[config.mk]
export PLATFORM = sky130hd
export DESIGN_NAME = fetch_controller
export DESIGN_NICKNAME = d
export VERILOG_FILES = /design/src/rtl/fetch_ctrl_pkg.sv /design/src/rtl/word_assembler.sv /design/src/rtl/fetch_controller.sv
export SDC_FILE = /design/constraint.sdc
export NUM_CORES = 1
export LEC_CHECK = 0
export BUFFER_PORTS_ARGS = -buffer_cell sky130_fd_sc_hd__buf_2
export CAP_MARGIN = 10
export CORE_UTILIZATION = 35
export DETAILED_ROUTE_END_ITERATION = 8
export GPL_TIMING_DRIVEN = 0
export PLACE_DENSITY = 0.67
export SLEW_MARGIN = 20
export SYNTH_ARGS = -nofsm -noshare
export SYNTH_HDL_FRONTEND = slang
export SYNTH_SLANG_ARGS = --single-unit
[constraint.sdc]
create_clock -name clk -period 4.01 [get_ports clk]
set_input_delay 0.401 -clock clk [delete_from_list [all_inputs] [get_ports clk]]
set_output_delay 0.401 -clock clk [all_outputs]
set_load 0.01 [all_outputs]
[src/rtl/fetch_ctrl_pkg.sv]
// Shared definitions for the fetch controller: host command bytes and FSM state encoding.
package fetch_ctrl_pkg;

  // Host command bytes (ASCII).
  localparam logic [7:0] CMD_LOAD = 8'h4C;  // 'L'
  localparam logic [7:0] CMD_RUN  = 8'h52;  // 'R'
  localparam logic [7:0] CMD_STEP = 8'h53;  // 'S'
  localparam logic [7:0] CMD_HALT = 8'h48;  // 'H'

  // Encoding is visible on o_state, so values are pinned explicitly.
  typedef enum logic [2:0] {
    StIdle    = 3'd0,
    StLdCount = 3'd1,
    StLdData  = 3'd2,
    StResetPc = 3'd3,
    StRun     = 3'd4,
    StStep    = 3'd5,
    StDone    = 3'd6
  } state_e;

endpackage

[src/rtl/word_assembler.sv]
// Packs a byte stream MSB-first into SIZE-bit words; pulses o_word_valid for one cycle
// after the byte that completes a word.
module word_assembler #(
  parameter int unsigned SIZE = 32
) (
  input  logic            clk,
  input  logic            rst,
  input  logic            i_clr,
  input  logic            i_byte_valid,
  input  logic [7:0]      i_byte,
  output logic            o_byte_last,
  output logic            o_word_valid,
  output logic [SIZE-1:0] o_word
);

  localparam int unsigned Bytes = SIZE / 8;
  localparam int unsigned CntW  = (Bytes > 1) ? $clog2(Bytes) : 1;
  localparam logic [CntW-1:0] LastCnt = CntW'(Bytes - 1);

  logic [CntW-1:0] cnt_q, cnt_d;
  logic [SIZE-1:0] word_q, word_d;
  logic            valid_q, valid_d;

  // Combinational look-ahead: the byte being offered right now completes a word.
  assign o_byte_last  = i_byte_valid && (cnt_q == LastCnt);
  assign o_word_valid = valid_q;
  assign o_word       = word_q;

  // Next-state: clear has priority over a byte; the counter wraps after the last byte.
  always_comb begin
    cnt_d   = cnt_q;
    word_d  = word_q;
    valid_d = 1'b0;
    if (i_clr) begin
      cnt_d  = '0;
      word_d = '0;
    end else if (i_byte_valid) begin
      word_d  = (word_q << 8) | SIZE'(i_byte);
      cnt_d   = (cnt_q == LastCnt) ? '0 : cnt_q + CntW'(1);
      valid_d = (cnt_q == LastCnt);
    end
  end

  // State registers.
  always_ff @(posedge clk or negedge rst) begin
    if (!rst) begin
      cnt_q   <= '0;
      word_q  <= '0;
      valid_q <= 1'b0;
    end else begin
      cnt_q   <= cnt_d;
      word_q  <= word_d;
      valid_q <= valid_d;
    end
  end

endmodule

[src/rtl/fetch_controller.sv]
// Host-facing sequencer for the instruction fetch stage: loads program words from a byte
// command stream and drives the fetch stage's stall / PC-reset to run, step or halt.
module fetch_controller
  import fetch_ctrl_pkg::*;
#(
  parameter  int unsigned SIZE            = 32,
  parameter  int unsigned MAX_INSTRUCTION = 9,
  localparam int unsigned ADDR_W          = $clog2(MAX_INSTRUCTION)
) (
  input  logic              clk,
  input  logic              rst,
  input  logic              i_cmd_valid,
  input  logic [7:0]        i_cmd_data,
  output logic              o_cmd_ready,
  input  logic [SIZE-1:0]   i_pc,
  output logic              o_imem_we,
  output logic [ADDR_W-1:0] o_imem_addr,
  output logic [SIZE-1:0]   o_imem_wdata,
  output logic              o_stall,
  output logic              o_fetch_rst,
  output logic [2:0]        o_state,
  output logic [ADDR_W:0]   o_loaded_count
);

  localparam int unsigned CntW = ADDR_W + 1;

  state_e            state_q, state_d;
  state_e            ret_q, ret_d;         // where RESET_PC goes next
  logic [CntW-1:0]   count_q, count_d;     // word count of the load in progress
  logic [ADDR_W-1:0] widx_q, widx_d;       // index of the word being assembled
  logic [CntW-1:0]   loaded_q, loaded_d;   // committed count of the last complete load
  logic              we_q, we_d;
  logic [ADDR_W-1:0] addr_q, addr_d;
  logic              fetch_rst_q, fetch_rst_d;
  logic              live_q;               // low until the first edge after reset release

  logic              accept;
  logic              asm_clr;
  logic              asm_valid;
  logic              asm_last;
  logic              asm_word_valid;
  logic [SIZE-1:0]   asm_word;
  logic [SIZE-1:0]   last_pc;
  logic              at_last;
  logic              count_ok;
  logic              last_word;

  assign accept    = i_cmd_valid && o_cmd_ready;
  assign asm_clr   = accept && (state_q == StLdCount);
  assign asm_valid = accept && (state_q == StLdData);

  word_assembler #(
    .SIZE (SIZE)
  ) u_word_assembler (
    .clk          (clk),
    .rst          (rst),
    .i_clr        (asm_clr),
    .i_byte_valid (asm_valid),
    .i_byte       (i_cmd_data),
    .o_byte_last  (asm_last),
    .o_word_valid (asm_word_valid),
    .o_word       (asm_word)
  );

  // RUN is only entered with a nonzero load, so last_pc never underflows there.
  assign last_pc   = SIZE'(loaded_q) - SIZE'(1);
  assign at_last   = !(i_pc < last_pc);
  assign count_ok  = (i_cmd_data != 8'd0) && (32'(i_cmd_data) <= MAX_INSTRUCTION);
  assign last_word = ({1'b0, widx_q} == (count_q - CntW'(1)));

  // Controller next-state logic and registered-output next values.
  always_comb begin
    state_d  = state_q;
    ret_d    = ret_q;
    count_d  = count_q;
    widx_d   = widx_q;
    loaded_d = loaded_q;
    we_d     = 1'b0;
    addr_d   = addr_q;
    case (state_q)
      StIdle, StDone: begin
        if (accept) begin
          case (i_cmd_data)
            CMD_LOAD: state_d = StLdCount;
            CMD_RUN: begin
              if (loaded_q != '0) begin
                state_d = StResetPc;
                ret_d   = StRun;
              end
            end
            CMD_STEP: begin
              if ((state_q == StIdle) && (loaded_q != '0)) state_d = StStep;
            end
            default: ;  // HALT is a no-op here; unknown codes are dropped
          endcase
        end
      end
      StLdCount: begin
        if (accept) begin
          if (count_ok) begin
            count_d = CntW'(i_cmd_data);
            widx_d  = '0;
            state_d = StLdData;
          end else begin
            state_d = StIdle;
          end
        end
      end
      StLdData: begin
        if (asm_last) begin
          we_d   = 1'b1;
          addr_d = widx_q;
          widx_d = widx_q + ADDR_W'(1);
          if (last_word) begin
            loaded_d = count_q;
            state_d  = StResetPc;
            ret_d    = StIdle;
          end
        end
      end
      StResetPc: state_d = ret_q;
      StRun: begin
        // Halt takes priority over reaching the last PC in the same cycle.
        if (accept && (i_cmd_data == CMD_HALT)) state_d = StIdle;
        else if (at_last)                       state_d = StDone;
      end
      StStep:  state_d = StIdle;
      default: state_d = StIdle;
    endcase
  end

  // The fetch reset is high exactly for the cycle spent in RESET_PC.
  assign fetch_rst_d = (state_d == StResetPc);

  // State and registered outputs.
  always_ff @(posedge clk or negedge rst) begin
    if (!rst) begin
      state_q     <= StIdle;
      ret_q       <= StIdle;
      count_q     <= '0;
      widx_q      <= '0;
      loaded_q    <= '0;
      we_q        <= 1'b0;
      addr_q      <= '0;
      fetch_rst_q <= 1'b1;
      live_q      <= 1'b0;
    end else begin
      state_q     <= state_d;
      ret_q       <= ret_d;
      count_q     <= count_d;
      widx_q      <= widx_d;
      loaded_q    <= loaded_d;
      we_q        <= we_d;
      addr_q      <= addr_d;
      fetch_rst_q <= fetch_rst_d;
      live_q      <= 1'b1;
    end
  end

  // we_q and the assembler's pulse coincide; we_q is the one tied to the FSM.
  logic unused_word_valid;
  assign unused_word_valid = asm_word_valid;

  assign o_cmd_ready    = live_q && (state_q != StResetPc) && (state_q != StStep);
  assign o_stall        = (state_q == StRun) ? at_last : (state_q != StStep);
  assign o_imem_we      = we_q;
  assign o_imem_addr    = addr_q;
  assign o_imem_wdata   = asm_word;
  assign o_fetch_rst    = fetch_rst_q;
  assign o_state        = state_q;
  assign o_loaded_count = loaded_q;

endmodule
[Yosys cells after proc, flatten, opt, wreduce, memory -nomap -nowiden]
Index checks and enable logic that the tools add are counted.
Storage, ports and cells
  logic and storage cells: 90
  memories: 0
  output and inout bits: 48
  input port bits: 43
  latch bits: 0
  bits in writable memories: 0
  flip-flop bits (word level): 61
  bits in read-only memories: 0
Cells by class
  order comparisons: 2
  mux-type cells: 29
  $add $sub $neg: 4
  shifts and indexed selects: 0
  div/mod/pow operators: 0
  multiply operators: 0
  bitwise logic cells: 1
  eq/ne operators: 21
  reductions and logical operators: 22
Operators with widths (count)
  2-to-1 mux 32 bit: 2
  2-to-1 mux 3 bit: 13
  == test 8 x 7 -> 1 bit (second input constant): 4
  < comparator 32 bit: 1
  bitwise OR 32 x 8 -> 32 bit: 1
  case mux 3 bit (5 select lines): 1
  2-to-1 mux 4 bit: 3
  != test 2 bit (second input constant): 6
  == test 3 x 2 -> 1 bit (second input constant): 3
  logical AND 1 bit: 9
  case mux 3 bit (3 select lines): 1
  less-or-equal comparator 8 x 4 -> 1 bit (second input constant): 1
  2-to-1 mux 2 bit: 4
  case mux 4 bit (2 select lines): 1
  nonzero test 8 bit: 1
  == test 3 bit (second input constant): 2
  case mux 3 bit (2 select lines): 1
  AND reduction 3 bit: 2
  AND reduction 6 bit: 1
  nonzero test 2 bit: 3
  subtractor 5 x 1 -> 6 bit (second input constant): 1
  == test 4 x 5 -> 1 bit: 1
  nonzero test 5 bit: 1
  subtractor 5 x 1 -> 5 bit (second input constant): 1
  other kinds (13): 15

[Logic depth before layout (Yosys ltp)]
Gate-level depths: netlist of run 1.
  depth in word-level cells: 9
  gate-level depth with buffers: 10
  mapped depth without buffers: 10

[Modules after synthesis]
From an unflattened synthesis of run 1, not the netlist that was laid out.
Second synthesis, totals
  cell total of the unflattened synthesis: 335
  area total of the unflattened synthesis: 3598.5 µm²
By module, submodules not included
  fetch_controller: instances 1, cells an instance 221, area each 2138.3 µm², sequential area each 626.9 µm²
  word_assembler: instances 1, cells an instance 114, area each 1460.2 µm², sequential area each 875.8 µm²

[Worst setup path after synthesis of run 1]
Ideal clock, no wire load.
  path kind: reg-to-output
  start: reg loaded_q[3] (netlist: o_loaded_count[3])
  end: out o_stall
  cell stages (with the launch flop): 9
  buffers on the path: 0
  path slack: 0.498 ns
  required time: 3.609 ns
  arrival time: 3.111 ns
  cell sequence: dfrtp_1 -> nor2_1 -> nand4b_1 -> ha_1 -> nand4_1 -> or4_1 -> a21oi_2 -> nor3_2 -> o2111ai_1
On the way
  longest elaborated chain between the ends: 4
Ends and longest elaborated chain
  from (decl): RTL line fetch_controller.sv:31  | logic [CntW-1:0] loaded_q, loaded_d;
  from (signal assigned): RTL line fetch_controller.sv:152  | loaded_q <= loaded_d;
  subtractor 5 x 1 -> 6 bit: RTL line fetch_controller.sv:66  | assign last_pc = SIZE'(loaded_q) - SIZE'(1);
  < comparator 32 bit: RTL line fetch_controller.sv:67  | assign at_last = !(i_pc < last_pc);
  logical NOT 1 bit: RTL line fetch_controller.sv:67
  2-to-1 mux 1 bit: RTL line fetch_controller.sv:165  | assign o_stall = (state_q == StRun) ? at_last : (state_q != StStep);
  to (decl): RTL line fetch_controller.sv:19  | output logic o_stall,
No other way between the ends.

[Final worst setup path of run 1]
  start: reg loaded_q[2] (netlist: o_loaded_count[2])
  end: out o_stall
Same word-level chain as after synthesis.

==> metrics.cfg, run 1 <==
[sta]
final_max_slew_viol_count=0
period_needed_ps=3489
rsz0062_at_grt=no
slew_headroom=0.5000
setup_viol=0
tightest_slew_ps=750.0
fmax_ghz=0.2866
post-route-period-util=0.8700
hold_violations=0
skew_ps=9.304

[route]
wire_per_inst_um=14.35
post-route-drc-count=0
via_per_inst=5.092
drtIter0Drc=87
detail-route-antenna-nets=0
firstDrtPassIters=4
via_count=3142
wirelength_um=8852

[yosys]
ys_seq_elements=59
synth_area_mm2=0.003580
postSynthAreaPerCell_um2=9.597
async_flop_share=1.000
seq_area_frac_synth=0.4128
synth_flop_cell=dfrtp_1
synth-edff-count=0
yosysUniqueCellTypes=66
syn_inst=373
yosys_warnings=0
synth_nets=451

[floorplanning]
die_x_um=103.1
ios=91
rows=36
dieHeight_um=103.1
core_mm2=0.009864
die_area_mm2=0.01064
start_util=0.3629

[worst_hold_path]
hold_class=in2async

[grt]
grt_pass1_wl_um=14590
grt_pass1_vias=3075
antenna_found_initial=0
grt_usage=0.1800
grt_max_degree=60
grt.overflow.total=0

[clock_network]
cts_resized=0
htree_levels=3
insertion_delay_ps=350
clockRootBuffer=clkbuf_8
clk_path_buf_depth=2
clock_sinks=59
cts_inserted_buffers=9
clk_pin_slew_ps=80
cts_tree=done
cts_hold_buf=0

[run_status]
status=finished, final reports clean

[setup_path]
critical_path_required_ps=3610
rr_worst_depth=9
critPathCaptureType=primary output
r2r-start=o_loaded_count[2]$_DFFE_PN0P_
startpoint=o_loaded_count[2]$_DFFE_PN0P_
start_kind=flip-flop
critical_path_class=reg2out
crit_fanout=14
cp.arrival_ps=3090

[place]
place_inst=596
gp_congestion=0.7759
place_hpwl_um=6371
io_buffer_count=90

[pwr]
power.density_mw_per_mm2=478.6
p_leak_nw=2.184
irDropWorstVdd_uv=275.7
p_total_w=0.002124

[flow_run]
drv_cap=0

[layout]
fin_cells=617
fin_nets=557
areaGrowthSynthToFinish_pct=23.98
layout-drive-gt1-share=0.3079
antenna_cells=0

-- metal layers --
layer,global-route usage,up-vias,wire [um]
li1,-,1553,-
met1,0.2242,1499,3975
met2,0.3062,77,4341
met3,0.04475,13,411
met4,0.05742,0,124
met5,0,-,0
-- cells by family after synthesis --
group	count (synthesis)	synth area share
DFF	59	0.4128
other	1	0.001048
adders and majority gates	35	0.1223
AOI/OAI and AO/OA	66	0.1251
buffers and inverters	23	0.04055
xor gates and xnor gates	9	0.02412
and+or+nand+nor	173	0.2520
muxes	7	0.02202
-- layout by cell type (no fill, tap or decap), types with 6 or more instances in the layout --
cell      netlist  routed
a21oi_1        28      28
buf_2           3      92
buf_6           7       7
clkbuf_8        0       9
dfrtp_1        58      58
ha_1           35      35
inv_1           6       6
nand2_1        92      92
nand3_1        26      26
nand4_1         6       6
nor2_1         10      10
o21ai_0         9       9
xnor2_1         7       7
-- worst max-delay path, cell delays in order, from the launching register on --
cell and delay [ps]:
dfrtp_1 460, nor2_1 240, nand4b_1 130, buf_4 210, ha_1 320, and4_1 220, nand2_1 70, a2111oi_0 630
o31ai_1 160, o2111ai_1 120, buf_2 170
-- final timing paths --
path | end | slack [ps]
max | o_stall | 520
min | u_word_assembler.o_word[7]$_DFFE_PN0P_ | 110
min in group clk | u_word_assembler.o_word[7]$_DFFE_PN0P_ | 280
max in group asynchronous | o_imem_addr[0]$_DFFE_PN0P_ | 3400
min reg2reg | o_imem_addr[0]$_DFFE_PN0P_ | 480
max reg2reg | o_state[1]$_DFF_PN0_ | 1230
-- Yosys cell counts (5+ instances only) --
cell       n  share of area
nand2_1   92          0.096
dfrtp_1   58           0.41
ha_1      35           0.12
a21oi_1   28          0.039
nand3_1   26          0.036
nor2_1    10          0.010
o21ai_0    9          0.013
buf_6      7          0.022
xnor2_1    7          0.017
inv_1      6         0.0063
nand4_1    6          0.010
clkbuf_1   5         0.0052
nor3_1     5         0.0070
-- where the power goes --
| group | internal (W) | leakage [nW] | total [W] | switching (W) |
|---|---|---|---|---|
| Clock | 0.000291 | 0.0962 | 0.000553 | 0.000262 |
| Sequential | 0.000770 | 0.753 | 0.000910 | 0.000140 |
| Combinational | 0.000291 | 1.34 | 0.000661 | 0.000370 |
-- what timing repair did --
action	4_1_cts	5_1_grt
cloned	1	0
setup buffers	1	3
pin swaps	1	1
setup endpoints to repair	1	1
-- cell type report --
class	instances	area, um2
Fill cell	957	5426
Multi-Input combinational cell	292	1966
Sequential cell	59	1478
Timing Repair Buffer	94	483.0
Tap cell	133	166.4
Clock buffer	9	123.9
Buffer	15	112.6
Clock inverter	7	76.32
Inverter	8	32.53
-- flip-flops by register name, summed over array words and instances (netlist names) --
name	flops
count_q	5
live_q	1
o_fetch_rst	1
o_imem_addr	4
o_imem_we	1
o_loaded_count	5
o_state	3
ret_q	1
u_word_assembler.cnt_q	2
u_word_assembler.o_word	32
widx_q	4
-- per-stage QoR --
stage | setup WS, ps | hold slack, ps | utilization | TNS (ps) | cell area, um2
after floorplan | 498.1 | 105.4 | - | 0 | 3580
after global placement | 1.745 | 466.4 | 0.4254 | 0 | 4197
after detailed placement | -133.4 | 467.0 | 0.4257 | -133.4 | 4199
after CTS | 121.3 | 137.2 | 0.4476 | 0 | 4415
after global routing | 281.9 | 160.4 | 0.4499 | 0 | 4438
final | 521.2 | 113.8 | 0.4499 | 0 | 4438
Note: power is estimated with default switching activity, not from simulation.
==> run 2: changes to the inputs <==
BUFFER_PORTS_ARGS = not set   (was -buffer_cell sky130_fd_sc_hd__buf_2)
DONT_BUFFER_PORTS = 1   (was not set)
PLACE_DENSITY = 0.59   (was 0.67)
==> run 2 against run 1 <==
Effect of this change:
- fmax is 0.27% higher
- power is 4.7% lower
- critical endpoint unchanged
- final area is 8.9% lower
- largest power group unchanged
- via count is 11% lower
==> metrics.cfg, run 2 (synthesis gave the netlist of run 1 again) <==
[pwr]
switching_share=0.3577  ; -0.006145
comb_power_share=0.199  ; -0.112
power.share.clock=0.298  ; +0.038
p_int_w=0.001300  ; -3.8%
irDropWorstVdd_uv=176.6  ; -36%
p_leak_nw=1.826  ; -16%
power_frac_seq=0.503  ; +0.075
power.density_mw_per_mm2=500.3  ; +4.5%
switching_power_w=0.0007240  ; -6.3%

[route]
wire_per_inst_um=16.53  ; +15%
detail-route-antenna-nets=0  ; unchanged
via_per_inst=5.299  ; +4.1%
post-route-drc-count=0  ; unchanged
via_count=2803  ; -11%
wirelength_um=8746  ; -1.2%
firstDrtPassIters=6  ; +2
drtIter0Drc=97  ; +11%

[floorplanning]
start_util=0.3629  ; unchanged
die_area_mm2=0.01064  ; unchanged
core_mm2=0.009864  ; unchanged
dieHeight_um=103.1  ; unchanged
die_x_um=103.1  ; unchanged
ios=91  ; unchanged
rows=36  ; unchanged

[setup_path]
slowest_delay_ps=620  ; about the same
start_kind=flip-flop
cp_num_buf_inv=1  ; -1
critical_path_required_ps=3610  ; about the same
crit_family=compound AO/OA/AOI/OAI gates
crit_fanout=14  ; unchanged
regToRegSetupSlack_ps=1140  ; -90 ps
crit_chain=nor2_1 > nand4b_1 > buf_4 > ha_1 > and4_1 > nand2_1 > a2111oi_0 > o31ai_1 > o2111ai_1
slowest_stage=a2111oi_0
cp.arrival_ps=3080  ; about the same
critical_path_class=reg2out
critPathCaptureType=primary output

[layout]
seq_area_mm2=0.001478  ; unchanged
fin_nets=469  ; -16%
largest_register_ffs=32  ; unchanged
fillers=992  ; +3.7%
areaGrowthSynthToFinish_pct=13.00
antenna_cells=0  ; unchanged
multiInputGateArea_mm2=0.001966  ; unchanged
final_cell_mix=nand2_1 (92), dfrtp_1 (58), ha_1 (35)
layout_commonest_cell=nand2_1
layout-drive-gt1-share=0.1515  ; -0.1563

[flow_run]
drv_cap=0  ; unchanged

[grt]
grt.overflow.total=0  ; unchanged
grt_pass1_vias=2859  ; -7.0%
grt_pass1_wl_um=13910  ; -4.7%
grt_usage=0.1720  ; -0.008067
antenna_found_initial=0  ; unchanged
grt_max_degree=60  ; unchanged

[clock_network]
clk_pin_slew_ps=70  ; about the same
cts_tree=done
clockRootBuffer=clkbuf_8
cts_inserted_buffers=9  ; unchanged
clk_path_buf_depth=2  ; unchanged
htree_levels=3  ; unchanged
clock_sinks=59  ; unchanged
cts_resized=0  ; unchanged
insertion_delay_ps=340  ; about the same

[sta]
post-route-period-util=0.8677  ; -0.002344
finalWorstSetupSlack_ps=530.6  ; +9.398 ps
fmax_ghz=0.2874  ; +0.27%
tightest_slew_ps=659.7  ; -90.25 ps
holdWs_ps=167.9  ; +54.10 ps
setup_viol=0  ; unchanged
skew_ps=11.27  ; +1.967 ps
hold_violations=0  ; unchanged
period_needed_ps=3479  ; -9.398 ps
final_max_slew_viol_count=0  ; unchanged
rsz0062_at_grt=no
slew_headroom=0.5488  ; +0.04879

[place]
gp_congestion=0.8050  ; +3.8%
dp_slack_ps=-60.49  ; +72.89 ps
io_buffer_count=0  ; -100%
place_hpwl_um=6174  ; -3.1%

[worst_hold_path]
hold_class=in2reg

[run_status]
status=finished, final reports clean

==> run 2: cell count changes in the layout (fill, tap and decap cells not counted), sizes merged <==
cell         delta
buf            -89
bufinv          +1
clkinvlp        -1
dlygate4sd3     +1
==> run 2: metrics by stage <==
step / setup TNS (ps) / power (W) / util / cells / area, um2
floorplan: 0 / 0.001298 / - / 373 / 3580
global placement: 0 / 0.001398 / 0.3798 / 506 / 3746
detailed placement: -60.49 / 0.001422 / 0.3798 / 506 / 3746
CTS: 0 / 0.002054 / 0.4078 / 526 / 4023
global route: 0 / 0.002164 / 0.4101 / 529 / 4045
finish: 0 / 0.002024 / 0.4101 / 529 / 4045
==> run 2: final cells by class <==
type / count / area share
Clock inverter: 7 / 0.02444
Multi-Input combinational cell: 292 / 0.4859
Tap cell: 133 / 0.04114
Inverter: 8 / 0.008042
Clock buffer: 9 / 0.03062
Timing Repair Buffer: 6 / 0.01670
Sequential cell: 59 / 0.3653
Buffer: 15 / 0.02784
==> run 2: timing repair <==
item | CTS | global route
cloned | 1 | 0
setup endpoints to repair | 1 | 1
buffers inserted | 1 | 3
pin swaps | 1 | 1
endpoints found under the hold margin | 59 | 0
hold buffers | 2 | 0
==> run 2: path summary, 6_finish.rpt <==
kind	end	cells after the start	start
max in group asynchronous	o_fetch_rst$_DFF_PN1_	2	rst
setup / recovery	o_stall	9	o_loaded_count[2]$_DFFE_PN0P_
setup reg to reg	o_state[1]$_DFF_PN0_	9	o_loaded_count[2]$_DFFE_PN0P_
hold / removal	u_word_assembler.o_word[4]$_DFFE_PN0P_	2	i_cmd_data[4]
min in group asynchronous	u_word_assembler.o_word[28]$_DFFE_PN0P_	2	rst
hold reg to reg	u_word_assembler.cnt_q[1]$_DFFE_PN0P_	2	u_word_assembler.cnt_q[1]$_DFFE_PN0P_
==> run 2: power by group through the flow <==
stage	sequential, W	clock (W)	combinational (W)
floorplan	0.000976	0	0.000322
global placement	0.00102	0	0.000373
detailed placement	0.00103	0	0.000390
CTS	0.00102	0.000625	0.000409
global route	0.00105	0.000647	0.000467
finish	0.00102	0.000604	0.000402
==> run 2: layer usage <==
layer / up-vias / share of wire / global-route usage
li1: 1367 / - / -
met1: 1348 / 0.41 / 0.2012
met2: 68 / 0.50 / 0.2974
met3: 20 / 0.059 / 0.04881
met4: 0 / 0.022 / 0.06717
met5: - / 0 / 0
==> run 3: changes to the inputs <==
PLACE_DENSITY = 0.53   (was 0.59)
==> run 3 against run 2 <==
Effect of this change:
- clock-buffer cell count unchanged
- die area unchanged
- sequential power about the same
- critical endpoint unchanged
- largest cell class unchanged
- highest routed layer unchanged
==> metrics.cfg, run 3 (synthesis gave the netlist of run 1 again) <==
[run_status]
status=finished, final reports clean

[sta]
rsz0062_at_grt=no
final_max_slew_viol_count=0  ; unchanged
holdWs_ps=164.6  ; -3.267 ps
hold_violations=0  ; unchanged
period_needed_ps=3588  ; +108.4 ps
slew_headroom=0.4906  ; -0.05826
post-route-period-util=0.8947  ; +0.02704
setup_viol=0  ; unchanged
tightest_slew_ps=744.9  ; +85.19 ps
tns_ps=0  ; unchanged
fmax_ghz=0.2787  ; -3.0%
skew_ps=8.436  ; -2.836 ps

[place]
gp_congestion=0.7777  ; -3.4%
placed_cell_area_mm2=0.003746  ; unchanged
io_buffer_count=0  ; unchanged
place_hpwl_um=6211  ; +0.60%

[layout]
areaGrowthSynthToFinish_pct=12.58
fin_nets=470  ; +0.21%
layout-drive-gt1-share=0.1537  ; +0.002137
final_cell_area_mm2=0.004030  ; -0.37%
antenna_cells=0  ; unchanged
final_cell_mix=nand2_1 (92), dfrtp_1 (58), ha_1 (35)
largest_register_ffs=32  ; unchanged
fin_util=0.4085  ; -0.001522
layout_commonest_cell=nand2_1

[setup_path]
start_kind=flip-flop
critPathCaptureType=primary output
critical_path_required_ps=3610  ; about the same
rr_worst_depth=9  ; unchanged
regToRegSetupSlack_ps=1070  ; -70 ps
cp.arrival_ps=3190  ; +110 ps
crit_fanout=14  ; unchanged
critical_path_class=reg2out

[floorplanning]
rows=36  ; unchanged
dieHeight_um=103.1  ; unchanged
start_util=0.3629  ; unchanged
core_mm2=0.009864  ; unchanged
die_area_mm2=0.01064  ; unchanged
die_x_um=103.1  ; unchanged
ios=91  ; unchanged

[route]
post-route-drc-count=0  ; unchanged
firstDrtPassIters=5  ; -1
via_per_inst=5.274  ; -0.47%
drtIter0Drc=101  ; +4.1%
detail-route-antenna-nets=0  ; unchanged
wire_per_inst_um=16.63  ; +0.56%
wirelength_um=8812  ; +0.75%
via_count=2795  ; -0.29%

[flow_run]
drv_cap=0  ; unchanged

[worst_hold_path]
hold_class=in2reg
hold_path_depth=2  ; unchanged

[clock_network]
clk_path_buf_depth=2  ; unchanged
clockRootBuffer=clkbuf_8
cts_resized=0  ; unchanged
insertion_delay_ps=340  ; about the same
clock_sinks=59  ; unchanged
htree_levels=3  ; unchanged
cts_tree=done
clk_pin_slew_ps=70  ; about the same
cts_inserted_buffers=9  ; unchanged

[grt]
grt.overflow.total=0  ; unchanged
antenna_found_initial=0  ; unchanged
grt_max_degree=60  ; unchanged
grt_pass1_vias=2856  ; -0.10%
grt_usage=0.1747  ; +0.002753
grt_pass1_wl_um=14020  ; +0.79%

[pwr]
irDropWorstVdd_uv=199.6  ; +13%
p_leak_nw=1.816  ; -0.54%
power.density_mw_per_mm2=488.2  ; -2.4%

[run 3: power by group]
group / switching (W) / internal [W]
registers: 0.000248 / 0.000769
clock network: 0.000258 / 0.000291
logic: 0.000225 / 0.000177
total: 0.000731 / 0.00124
[run 3: layout make-up]
cell class	count	area [um2]
Buffer	15	112.6
Clock buffer	9	123.9
Clock inverter	7	76.32
Fill cell	972	5834
Inverter	8	32.53
Multi-Input combinational cell	292	1966
Sequential cell	59	1478
Tap cell	133	166.4
Timing Repair Buffer	7	75.07
[run 3: repair_timing]
action	4_1_cts	5_1_grt
hold buffers	2	0
setup endpoints to repair	1	1
endpoints found under the hold margin	59	0
gates cloned	1	0
pin swaps	1	1
buffers inserted	1	4
[run 3: final timing paths]
check | startpoint | to
max reg2reg | o_loaded_count[2]$_DFFE_PN0P_ | o_state[1]$_DFF_PN0_
min reg2reg | u_word_assembler.cnt_q[1]$_DFFE_PN0P_ | u_word_assembler.cnt_q[1]$_DFFE_PN0P_
min | i_cmd_data[4] | u_word_assembler.o_word[4]$_DFFE_PN0P_
max | o_loaded_count[2]$_DFFE_PN0P_ | o_stall
min in group asynchronous | rst | u_word_assembler.o_word[22]$_DFFE_PN0P_
max in group asynchronous | rst | o_fetch_rst$_DFF_PN1_
[run 3: per-stage QoR]
step | instances | power [W] | worst slack, ps
global placement | 506 | 0.001405 | 15.93
finish | 530 | 0.001968 | 422.2
global route | 530 | 0.002108 | 313.2
CTS | 526 | 0.001999 | 127.6
floorplan | 373 | 0.001298 | 498.1
detailed placement | 506 | 0.001421 | -88.10
[run 3: worst max-delay path: stages (launching register included)]
cell       delay, ps
dfrtp_1          490
nor2_1           290
nand4b_1         130
buf_4            210
ha_1             340
and4_1           240
nand2_1           90
a2111oi_0        690
o31ai_1          150
o2111ai_1        210
[run 3: per-layer routing]
layer | part of all wire | up-vias | global-route usage
li1 | - | 1374 | -
met1 | 0.44 | 1353 | 0.2030
met2 | 0.49 | 58 | 0.3113
met3 | 0.059 | 10 | 0.06034
met4 | 0.0079 | 0 | 0.03575
met5 | 0 | - | 0
